**config.mk**
```make
export PLATFORM = sky130hd
export DESIGN_NAME = key_debounce
export DESIGN_NICKNAME = d
export VERILOG_FILES = /design/src/rtl/key_debounce_pkg.sv /design/src/rtl/key_debounce_chan.sv /design/src/rtl/key_debounce.sv
export SDC_FILE = /design/constraint.sdc
export NUM_CORES = 1
export LEC_CHECK = 0
export CORE_UTILIZATION = 59
export CTS_CLUSTER_DIAMETER = 40
export DETAILED_ROUTE_END_ITERATION = 8
export DONT_BUFFER_PORTS = 1
export MAX_ROUTING_LAYER = met4
export PLACE_DENSITY = 0.78
export SYNTH_ARGS = -nofsm -noshare
export SYNTH_HDL_FRONTEND = slang
export SYNTH_SLANG_ARGS = --single-unit
```
**constraint.sdc**
```tcl
create_clock -name clk -period 3.1 [get_ports clk]
set_clock_uncertainty 0.1 [all_clocks]
set_input_delay 0.775 -clock clk [delete_from_list [all_inputs] [get_ports clk]]
set_output_delay 0.775 -clock clk [all_outputs]
set_load 0.02 [all_outputs]
```
**src/rtl/key_debounce_pkg.sv**
```systemverilog
// key_debounce_pkg
//   Shared types and constants for the push-button debouncer.
//   deb_state_t   : per-channel debounce FSM states
//   KEY_PRESSED   : pin level of a pressed key (buttons are active-low)
//   KEY_RELEASED  : pin level of a released key
package key_debounce_pkg;

  typedef enum logic [1:0] {
    REL_STABLE   = 2'd0,
    PRESS_WAIT   = 2'd1,
    PRS_STABLE   = 2'd2,
    RELEASE_WAIT = 2'd3
  } deb_state_t;

  localparam logic KEY_PRESSED  = 1'b0;
  localparam logic KEY_RELEASED = 1'b1;

endpackage

```
**src/rtl/key_debounce_chan.sv**
```systemverilog
// key_debounce_chan
//   One key channel: two-flop synchroniser, 4-state debounce FSM with a
//   stability counter, and registered level/strobe outputs.
//   clk           : system clock, rising edge
//   reset         : synchronous, active-high
//   key_raw       : asynchronous pin, active-low
//   key_out       : debounced level, active-low, registered
//   press_pulse   : one-cycle strobe on accepted press (1->0)
//   release_pulse : one-cycle strobe on accepted release (0->1)
module key_debounce_chan
  import key_debounce_pkg::*;
#(
  parameter int DEBOUNCE_CYCLES = 50000,
  parameter int CNT_W           = 16
) (
  input  logic clk,
  input  logic reset,
  input  logic key_raw,
  output logic key_out,
  output logic press_pulse,
  output logic release_pulse
);

  localparam logic [CNT_W-1:0] CNT_MAX = CNT_W'(DEBOUNCE_CYCLES - 1);

  logic             s1_q, s1_d;
  logic             s2_q, s2_d;
  deb_state_t       state_q, state_d;
  logic [CNT_W-1:0] cnt_q, cnt_d;
  logic             key_out_q, key_out_d;
  logic             press_q, press_d;
  logic             release_q, release_d;

  always_comb begin
    s1_d      = key_raw;
    s2_d      = s1_q;
    state_d   = state_q;
    cnt_d     = cnt_q;
    key_out_d = key_out_q;
    press_d   = 1'b0;
    release_d = 1'b0;

    case (state_q)
      REL_STABLE: begin
        if (s2_q == KEY_PRESSED) begin
          state_d = PRESS_WAIT;
          cnt_d   = '0;
        end
      end
      PRESS_WAIT: begin
        // Any bounce back to released restarts the full window.
        if (s2_q == KEY_RELEASED) begin
          state_d = REL_STABLE;
          cnt_d   = '0;
        end else if (cnt_q == CNT_MAX) begin
          state_d   = PRS_STABLE;
          cnt_d     = '0;
          key_out_d = KEY_PRESSED;
          press_d   = 1'b1;
        end else begin
          // Only incremented while below CNT_MAX, so it never wraps.
          cnt_d = cnt_q + CNT_W'(1);
        end
      end
      PRS_STABLE: begin
        if (s2_q == KEY_RELEASED) begin
          state_d = RELEASE_WAIT;
          cnt_d   = '0;
        end
      end
      RELEASE_WAIT: begin
        if (s2_q == KEY_PRESSED) begin
          state_d = PRS_STABLE;
          cnt_d   = '0;
        end else if (cnt_q == CNT_MAX) begin
          state_d   = REL_STABLE;
          cnt_d     = '0;
          key_out_d = KEY_RELEASED;
          release_d = 1'b1;
        end else begin
          cnt_d = cnt_q + CNT_W'(1);
        end
      end
      default: begin
        state_d = REL_STABLE;
        cnt_d   = '0;
      end
    endcase
  end

  always_ff @(posedge clk) begin
    if (reset) begin
      s1_q      <= KEY_RELEASED;
      s2_q      <= KEY_RELEASED;
      state_q   <= REL_STABLE;
      cnt_q     <= '0;
      key_out_q <= KEY_RELEASED;
      press_q   <= 1'b0;
      release_q <= 1'b0;
    end else begin
      s1_q      <= s1_d;
      s2_q      <= s2_d;
      state_q   <= state_d;
      cnt_q     <= cnt_d;
      key_out_q <= key_out_d;
      press_q   <= press_d;
      release_q <= release_d;
    end
  end

  assign key_out       = key_out_q;
  assign press_pulse   = press_q;
  assign release_pulse = release_q;

endmodule

```
**src/rtl/key_debounce.sv**
```systemverilog
// key_debounce
//   Synchroniser and debouncer for NUM_KEYS active-low push-buttons; feeds
//   the key PIO so its falling-edge capture sees one edge per press.
//   clk           : system clock, rising edge
//   reset         : synchronous, active-high
//   key_raw       : asynchronous button pins, active-low
//   key_out       : debounced levels, active-low (PIO in_port)
//   press_pulse   : per-key one-cycle strobe on accepted press
//   release_pulse : per-key one-cycle strobe on accepted release
module key_debounce
  import key_debounce_pkg::*;
#(
  parameter int NUM_KEYS        = 2,
  parameter int DEBOUNCE_CYCLES = 50000,
  parameter int CNT_W           = 16
) (
  input  logic                clk,
  input  logic                reset,
  input  logic [NUM_KEYS-1:0] key_raw,
  output logic [NUM_KEYS-1:0] key_out,
  output logic [NUM_KEYS-1:0] press_pulse,
  output logic [NUM_KEYS-1:0] release_pulse
);

  // Parameter sanity: the window must be at least two cycles and the
  // counter must be able to hold DEBOUNCE_CYCLES-1.
  if (DEBOUNCE_CYCLES < 2) begin : g_bad_cycles
    $error("key_debounce: DEBOUNCE_CYCLES must be >= 2");
  end
  if (CNT_W < 1 || CNT_W > 62 ||
      64'(DEBOUNCE_CYCLES - 1) >= (64'd1 << CNT_W)) begin : g_bad_cnt_w
    $error("key_debounce: CNT_W too small for DEBOUNCE_CYCLES");
  end

  for (genvar gi = 0; gi < NUM_KEYS; gi++) begin : g_chan
    key_debounce_chan #(
      .DEBOUNCE_CYCLES(DEBOUNCE_CYCLES),
      .CNT_W          (CNT_W)
    ) u_chan (
      .clk          (clk),
      .reset        (reset),
      .key_raw      (key_raw[gi]),
      .key_out      (key_out[gi]),
      .press_pulse  (press_pulse[gi]),
      .release_pulse(release_pulse[gi])
    );
  end

endmodule
```
; ---- After elaboration in Yosys (flattened, before gate mapping)
; Index checks and enable logic that the tools add are counted.
[totals]
reg_bits = 46
inputBits = 4
out_inout_bits = 6
word_cells = 98
[op_classes]
addsub = 2
eq_ne = 24
muxes = 38
bitwise = 6
n_reduce_logical = 14
[ops]
columns = op, count
row1 = $mux W16, 10
row2 = $pmux W16 S4, 2
row3 = $add A16 B1 Y16 const B, 2
row4 = $eq A16 B16 Y1 const B, 2
row5 = $mux W2, 12
row6 = $ne A2 B1 Y1 const B, 8
row7 = $pmux W2 S4, 2
row8 = $reduce_or A3 Y1, 4
row9 = $mux W1, 10
row10 = $reduce_and A5 Y1, 2
row11 = $eq A2 B2 Y1 const B, 4
row12 = $ne A2 B2 Y1 const B, 4
row13 = $reduce_and A4 Y1, 2
row14 = $ne A3 B1 Y1 const B, 2
row15 = $ne A3 B3 Y1 const B, 2
row16 = $not A1 Y1, 6
row17 = $eq A2 B1 Y1 const B, 2
row18 = $logic_not A2 Y1, 2
row19 = $pmux W1 S2, 2
row20 = $reduce_and A2 Y1, 2
row21 = $reduce_bool A2 Y1, 2

; ---- Longest topological paths before layout
; Gate-level depths: netlist of run 1.
[logic_depth]
depth_word = 4
mapped_depth = 8
mapped_depth_nobuf = 6

; ---- Cells and area by module
; A second synthesis of run 1 with hierarchy kept.
[hier_totals]
cells_unflattened = 266
area_unflattened_um2 = 2352.3
[modules_own_cells]
columns = mod, n_inst, cells_each, area_per_inst_um2, seq_area_each_um2
row1 = key_debounce_chan, 2, 133, 1176.1, 460.4

; ---- Least setup slack after synthesis of run 1
; No wires, ideal clock.
[synth_timing]
path_type = register to register
start = reg g_chan[0].u_chan.cnt_q[0]
end = reg g_chan[0].u_chan.cnt_q[15]
setup_time_ns = 0.069
arrival_time_ns = 1.922
t_required_ns = 2.931
setup_slack_ns = 1.009
path_stages_with_launch = 9
n_path_buf = 2
synth_period_minus_slack_ns = 2.091
path_cell_list = dfxtp_1 ha_1 and3_1 and4_1 buf_6 or3_1 clkbuf_1 or3_1 o21ai_1
[synth_between]
elab_chain_cells = 4
word_cells_on_any_way = 6
cone_classes = add/sub: 1 / eq/ne: 1 / mux: 4
[synth_rtl]
columns = item, line
row1 = start: declaration, key_debounce_chan.sv:29  ; logic [CNT_W-1:0] cnt_q, cnt_d;
row2 = start signal: assignment, key_debounce_chan.sv:104  ; cnt_q <= cnt_d;
row3 = $add A16 B1 Y16 / $eq A16 B16 Y1 (equally long branches), n/a
row4 = $mux W16 *, "key_debounce_chan.sv:55, key_debounce_chan.sv:75"
row5 = $mux W16 (on tied branches), "key_debounce_chan.sv:72, key_debounce_chan.sv:52"
row6 = $pmux W16 S4 *, key_debounce_chan.sv:43  ; case (state_q)
; Mark *: on every way between the ends. The rest lies on a longest branch, timed or not.
; A chain may end at the register's enable or synchronous reset.

==> flow_results.org, run 1 <==
** Run status
- Outcome :: finished clean

** Run
- Max-cap violations in this run came to 0.

** Placed design
- Final Wtd Congestion :: 0.833
- Number of port buffers :: 0
- Once detailed placement completed, the half-perimeter wirelength came to 2810 µm.

** Synthesis
- Yosys mapped a number of flops with a built-in enable equal to 0.
- In this run the mean area of a mapped cell was 8.44 µm².
- Cells after synthesis :: 264
- Of the synthesized area, sequential elements account for 41.3%.
- Flip-flop cell with the highest count after synthesis :: dfxtp_1
- Share of flip-flops with an asynchronous set or reset after synthesis :: 0%
- Fraction of post-synthesis cell area in the top cell type by area :: 41.3%
- The netlist uses 52 different library cells.
- Flop and latch count out of synthesis :: 46
- The synthesized netlist occupies a cell area of 2230 µm².
- For this run, the number of Yosys warnings is 0.
- Ranked by total cell area, the synthesized netlist is headed by dfxtp_1, nand2_1, nand3_1.
- The number of nets in the synthesized netlist is 270.
- The largest total area in the synthesized netlist belongs to dfxtp_1.

** Clock tree
- Hold bufs inserted after CTS :: 0
- Once the clock tree was built, the resizer swapped 0 gates to a different size.
- For this design, the sink count on the clock tree is 46.
- Total CTS buffers :: 5
- Clock root buffer master :: clkbuf_8
- Post-CTS setup-driven buffer insertion count :: 0
- CTS built an H-tree with a depth of 2.
- Clock slew seen by the registers of the worst setup and hold paths :: 0.08 ns
- Clk_lat worst skew :: 0.30 ns
- Bufs on Longest Clock Path :: 2
- TritonCTS clock tree :: yes

** Global routing
- Vias in the first global route :: 1523
- In the global route stage, overall resource usage came out at 23.2%.
- The initial antenna violation count came to 0.
- Global-route wire length before repair :: 7090 µm
- GR Overflow Total :: 0
- Maximum number of pins on one net before global-route repair :: 34

** Layout
- Commonest non-fill, non-tap cell in the layout :: dfxtp_1
- Cells with a size suffix above 1 make up 7.84% of the layout.
- After the last flow step, the layout net total stands at 260.
- Filler cells :: 321
- Antenna diode instance count :: 0
- Area added between synthesis and finish :: 2.19%
- Highest-count cells in the layout ignoring fill and taps :: dfxtp_1, nand2_1, nand3_1

** Timing
- The final max-slew violation count is 0.
- Headroom to the max-slew limit came out at 25.0%.
- For this run, the top clock speed supported by timing is 415 MHz.
- Subtracting the final worst setup slack from the clock period gives 2.41 ns.
- Adding up every negative setup slack in the final design gives 0 ns.
- The worst path uses 77.7% of the clock period.
- Number of hold violations in the final report :: 0
- Final setup violation count :: 0
- Transition time at the pin with the least slew margin :: 1.12 ns
- RSZ-0062 raised after global routing :: no

** Power
- The analysis attributes to cell leakage a power of 0.748 nW.
- Overall power consumption after layout is estimated at 1.00 mW.
- Peak supply drop :: 0.000304 V
- For this design the ratio of total power to cell area is 441 nW/µm².

** Critical path
- The worst setup path is captured at a flop.
- Required time reported for the critical path endpoint :: 3.23 ns
- WS Path Type :: reg2reg
- Startpoint type of the worst setup path :: flop
- CP max FO :: 22
- STA puts the critical path data arrival time at 2.53 ns.

** Detailed routing
- DRC violations left :: 0
- Number of nets with antenna violations after routing :: 0
- Average routed wire per standard cell :: 13.5 µm
- After detailed routing, the total wire length is 4070 µm.
- Detailed router's first-iteration violation count :: 111
- The detailed router placed 1818 vias in this run.
- In the routed layout, each cell is associated on average with a via count of 6.04.
- Drt first pass iters :: 4

** Floorplan
- The floorplan step defined a die boundary enclosing 4030 µm².
- In this run the count of I/O pins placed on the die edge is 10.
- Die boundary height :: 63.5 µm
- The floorplan has 21 rows.
- The total area inside the core boundary comes to 3470 µm².
- Initial core utilization :: 64.2%
- Horizontal die dimension :: 63.5 µm

** Min path
- The path class of the tightest hold or removal check is reg2reg.
[report_power, final]
group	leakage, nW	internal, mW	switching, mW
sequential	0.372	0.596	0.00820
clock	0.0482	0.180	0.195
combinational	0.328	0.00907	0.0149
[cell usage after synthesis (3+ instances only)]
cell / count
or4_1: 3
nor3_1: 13
nand2_1: 27
xor2_1: 3
or2_2: 5
inv_1: 4
xnor2_1: 4
o21ai_1: 6
and4_1: 3
nand3_1: 20
dfxtp_1: 46
nor2_1: 15
nand4_1: 10
buf_4: 6
a31oi_1: 15
or3_1: 5
a21oi_1: 15
and3_1: 4
o21ai_0: 9
clkbuf_1: 8
[final timing paths]
path / startpoint / endpoint / slack, ns / cells past startpoint
worst min-delay path: g_chan[0].u_chan.s1_q$_SDFF_PP1_ / g_chan[0].u_chan.s2_q$_SDFF_PP1_ / 0.32 / 1
worst min register to register: g_chan[0].u_chan.s1_q$_SDFF_PP1_ / g_chan[0].u_chan.s2_q$_SDFF_PP1_ / 0.32 / 1
worst max register to register: flop / g_chan[1].u_chan.cnt_q[8]$_SDFFE_PP0P_ / 0.69 / 5
worst max-delay path: flop / g_chan[1].u_chan.cnt_q[8]$_SDFFE_PP0P_ / 0.69 / 5
[state kept, by name, indices dropped and copies added, names as in the netlist, named ones only]
| name | count |
|---|---|
| g_chan.u_chan.cnt_q | 32 |
| g_chan.u_chan.key_out | 2 |
| g_chan.u_chan.press_pulse | 2 |
| g_chan.u_chan.release_pulse | 2 |
| g_chan.u_chan.s1_q | 2 |
| g_chan.u_chan.state_q | 2 |
| g_chan.u_chan.s2_q | 2 |
[critical path, stage by stage, from the launching register on]
cell and delay, ns:
dfxtp_1 0.37, xnor2_1 0.38, nand2_1 0.20, nor3_2 0.88, o21ai_0 0.21, a31oi_1 0.21
[through the flow]
stage	utilization, %	setup slack [ns]	hold WS (ns)	cell area (µm²)	instances
6_report	65.7	0.692	0.320	2280	301
3_3_place_gp	63.0	0.787	0.304	2190	293
4_1_cts	65.7	0.705	0.323	2280	301
3_5_place_dp	63.0	0.716	0.302	2190	293
2_1_floorplan	-	1.01	0.289	2230	264
5_1_grt	65.7	0.391	0.348	2280	301
[per-layer routing]
layer  up-vias  global-route usage (%)  routed length [µm]
li1        954                       -                   -
met1       830                    32.7                2120
met2        30                    31.6                1760
met3         4                    6.70                 151
met4         0                    6.82                  33
met5         -                       -                   0
[cell type report]
cell class                 instances  area (µm²)  share of cell area (%)
sequential                        46         921                    40.4
timing repair buffer               1        7.51                   0.330
clock buffer                       7        86.3                    3.79
inverter                           4        15.0                   0.659
tap                               46        57.6                    2.53
clock inverter                     1        5.00                   0.220
multi-input combinational        196        1180                    52.0
[cell families (layout without fill, tap and decap cells)]
family	Yosys count	count (layout)	synth area share (%)
buf+inv	22	13	5.50
compound gates	59	59	16.1
simple gates	126	126	32.3
xor+xnor	7	7	2.75
flops	46	46	41.3
mux	2	2	0.898
fa+ha+maj	2	2	1.12
Note: power is estimated with default switching activity, not from simulation.
==> inputs of run 2 (changes only) <==
CORE_UTILIZATION = 56   (was 59)
PLACE_DENSITY = 0.77   (was 0.78)
clock period = 2.08 ns   (was 3.1 ns; I/O delays follow)
==> run 2 against run 1 <==
Sequential share of layout area decreased by 4.1 points; combinational power increased by 88%; critical path type unchanged; hold slack got worse by 0.13 ns; non-clock buffer count increased by 29; total power increased by 50%; count of clock-buffer cells in the layout unchanged; utilization increased by 2.4 points; flip-flop and latch count unchanged.
==> flow_results.org, run 2 (synthesis results as in run 1) <==
** Critical path
- The slowest stage cell on the critical path is dfxtp_2 (was nor3_2).
- CP max FO :: 8 (was 22)
- Maximum cell stage delay along the critical path :: 0.35 ns (was 0.88 ns)
- The data arrival time of the worst path is 2.14 ns (was 2.53 ns).
- The cell that appears most often on the critical path is buf_4.
- Critical-path cell list: ha_2 -> and3_1 -> and4_1 -> buf_4 -> nor3_2 -> buf_4 -> o21ai_0 -> a31oi_1 (was xnor2_1 -> nand2_1 -> nor3_2 -> o21ai_0 -> a31oi_1).
- The buffering stage count on the worst path with inverters included came to 2 (was 0).
- The startpoint-to-endpoint class of the critical path is reg2reg (unchanged).
- The family of cells with the greatest summed delay on the critical path is simple AND/OR/NAND/NOR gates (unchanged).
- The endpoint kind of the worst setup timing path is a flop (unchanged).
- The internal reg-to-reg setup slack came to 0.07 ns (was 0.69 ns).
- Startpoint type of the worst setup path :: flop (unchanged)
- The data required time at the worst endpoint was 2.21 ns (was 3.23 ns).

** Placed design
- The instance count after placement with tap cells included is 322 (was 293).
- Final Wtd Congestion :: 0.791 (was 0.833)
- The half-perimeter wire length after placement was 3150 µm (was 2810 µm).
- The total placed instance area came to 2390 µm² (was 2190 µm²).
- Number of port buffers :: 0 (unchanged)
- The worst slack at placement came to -0.137 ns (was 0.716 ns).

** Timing
- Highest attainable clock frequency :: 497 MHz (was 415 MHz)
- Final period util :: 96.7% (was 77.7%)
- Post-layout minimum cycle time :: 2.01 ns (was 2.41 ns)
- The slew of the pin with the lowest slew margin is 0.724 ns (was 1.12 ns).
- Final setup violation count :: 0 (unchanged)
- The slack of the critical path is 0.0683 ns (was 0.692 ns).
- RSZ-0062 raised after global routing :: yes (was no)
- The worst slew slack as a fraction of its limit came to 51.6% (was 25.0%).
- The worst hold slack was 0.190 ns (was 0.320 ns).
- The final max-slew violation count was 0 (unchanged).
- Number of hold violations in the final report :: 0 (unchanged)

** Power
- Leakage component of the power :: 0.906 nW (was 0.748 nW)
- The cell area power density is 590 nW/µm² (was 441 nW/µm²).
- Peak supply drop :: 0.000605 V (was 0.000304 V)

** Layout
- Area added between synthesis and finish :: 14.3% (was 2.19%)
- The register with the highest flop count was g_chan.u_chan.cnt_q (unchanged).
- The area of all placed cells without fillers is 2550 µm² (was 2280 µm²).
- The number of fill cells came to 310 (was 321).
- The count of placed standard cells in the final layout, fillers left out is 332 (was 301).
- The net count reported at finish was 289 (was 260).
- Highest-count cells in the layout ignoring fill and taps :: dfxtp_1, buf_4, nand2_1 (was dfxtp_1, nand2_1, nand3_1)
- The share of post-route cells with drive strength above 1 came to 20.8% (was 7.84%).
- The number of diodes came to 0 (unchanged).
- Commonest non-fill, non-tap cell in the layout :: dfxtp_1 (unchanged)
- The flip-flop count of the largest register, all copies and words added was 32 (unchanged).

** Clock tree
- The TritonCTS sink count came to 46 (unchanged).
- Hold bufs inserted after CTS :: 0 (unchanged)
- The clock tree from TritonCTS was yes (unchanged).
- Clk_lat worst skew :: 0.29 ns (was 0.30 ns)
- The buffer levels on the longest clock path is 2 (unchanged).
- The clock input transition at the sequential cells of the worst setup and hold paths came to 0.08 ns (about the same).
- The clock buffer count from CTS is 5 (unchanged).
- The cell chosen for the clock root was clkbuf_8 (unchanged).
- Count of H-tree levels built during CTS :: 2 (unchanged)

** Floorplan
- Number of placement rows :: 22 (was 21)
- The die footprint is 4240 µm² (was 4030 µm²).
- The effective utilization at floorplan is 59.5% (was 64.2%).
- The die height came to 65.1 µm (was 63.5 µm).
- The chip width was 65.1 µm (was 63.5 µm).
- The core box area was 3740 µm² (was 3470 µm²).
- Number of top-level pins :: 10 (unchanged)

** Global routing
- The global-route wire length before repair was 7820 µm (was 7090 µm).
- Total Routing Usage GR :: 24.6% (was 23.2%)
- Maximum number of pins on one net before global-route repair :: 34 (unchanged)
- GR Overflow Total :: 0 (unchanged)
- Vias in the first global route :: 1693 (was 1523)
- Initial antenna violation count :: 0 (unchanged)

** Detailed routing
- Drt total wl :: 4590 µm (was 4070 µm)
- Number of nets with antenna violations after routing :: 0 (unchanged)
- Routed via count :: 1954 (was 1818)
- The number of violations reported at the end of detailed-routing iteration 0 was 163 (was 111).
- Average routed wire per standard cell :: 13.8 µm (was 13.5 µm)
- Drt first pass iters :: 4 (unchanged)
- The routed via count divided by cell count is 5.89 (was 6.04).
- The post-detailed-route DRC marker count is 0 (unchanged).

** Run
- The number of max-cap violations is 0 (unchanged).

** Run status
- Outcome: finished clean (unchanged).

** Min path
- The worst min-delay path category is in2reg (was reg2reg).
==> run 2: routing by layer <==
metal,up-vias,global-route usage (%),part of all wire (%)
met2,40,34.4,44
met1,891,34.4,50
met4,0,8.42,1.3
li1,1016,-,-
met3,7,6.34,4.8
met5,-,-,0
==> run 2: where the power goes <==
group / total (mW) / leakage (nW) / internal (mW) / switching (mW)
Combinational: 0.0450 / 0.484 / 0.0192 / 0.0258
Sequential: 0.900 / 0.373 / 0.888 / 0.0117
Clock: 0.556 / 0.0482 / 0.268 / 0.288
==> run 2: final timing paths <==
| kind | from | to | cells after the start |
|---|---|---|---|
| setup / recovery | g_chan[0].u_chan.cnt_q[0]$_SDFFE_PP0P_ | g_chan[0].u_chan.cnt_q[11]$_SDFFE_PP0P_ | 8 |
| setup reg to reg | g_chan[0].u_chan.cnt_q[0]$_SDFFE_PP0P_ | g_chan[0].u_chan.cnt_q[11]$_SDFFE_PP0P_ | 8 |
| hold / removal | reset | g_chan[0].u_chan.cnt_q[1]$_SDFFE_PP0P_ | 1 |
| hold reg to reg | g_chan[1].u_chan.s1_q$_SDFF_PP1_ | g_chan[1].u_chan.s2_q$_SDFF_PP1_ | 1 |
==> run 2: worst register-to-register path, cell delays in order (launching register included) <==
cell and delay (ns):
dfxtp_2 0.35, ha_2 0.20, and3_1 0.21, and4_1 0.22
buf_4 0.17, nor3_2 0.25, buf_4 0.20, o21ai_0 0.08
a31oi_1 0.16
==> run 2: through the flow <==
| stage | utilization [%] | setup TNS, ns | power (mW) |
|---|---|---|---|
| final | 68.0 | 0 | 1.50 |
| after detailed placement | 63.9 | -0.805 | 0.964 |
| after CTS | 66.6 | 0 | 1.51 |
| after global placement | 63.9 | -0.0837 | 0.963 |
| after global routing | 68.0 | -0.245 | 1.56 |
| after floorplan | - | 0 | 0.960 |
==> run 2: repair_timing <==
item,4_1_cts,5_1_grt
resized for setup,2,12
buffers inserted,0,1
cloned,0,1
setup endpoints to repair,11,14
pin swaps,1,4
==> run 2: layout make-up <==
cell class | instances | area, µm² | share of cell area (%)
Multi-Input combinational cell | 196 | 1230 | 48.4
Sequential cell | 46 | 925 | 36.3
Timing Repair Buffer | 30 | 223 | 8.75
Clock inverter | 1 | 5.00 | 0.197
Clock buffer | 7 | 86.3 | 3.39
Inverter | 4 | 15.0 | 0.590
Tap cell | 48 | 60.1 | 2.36
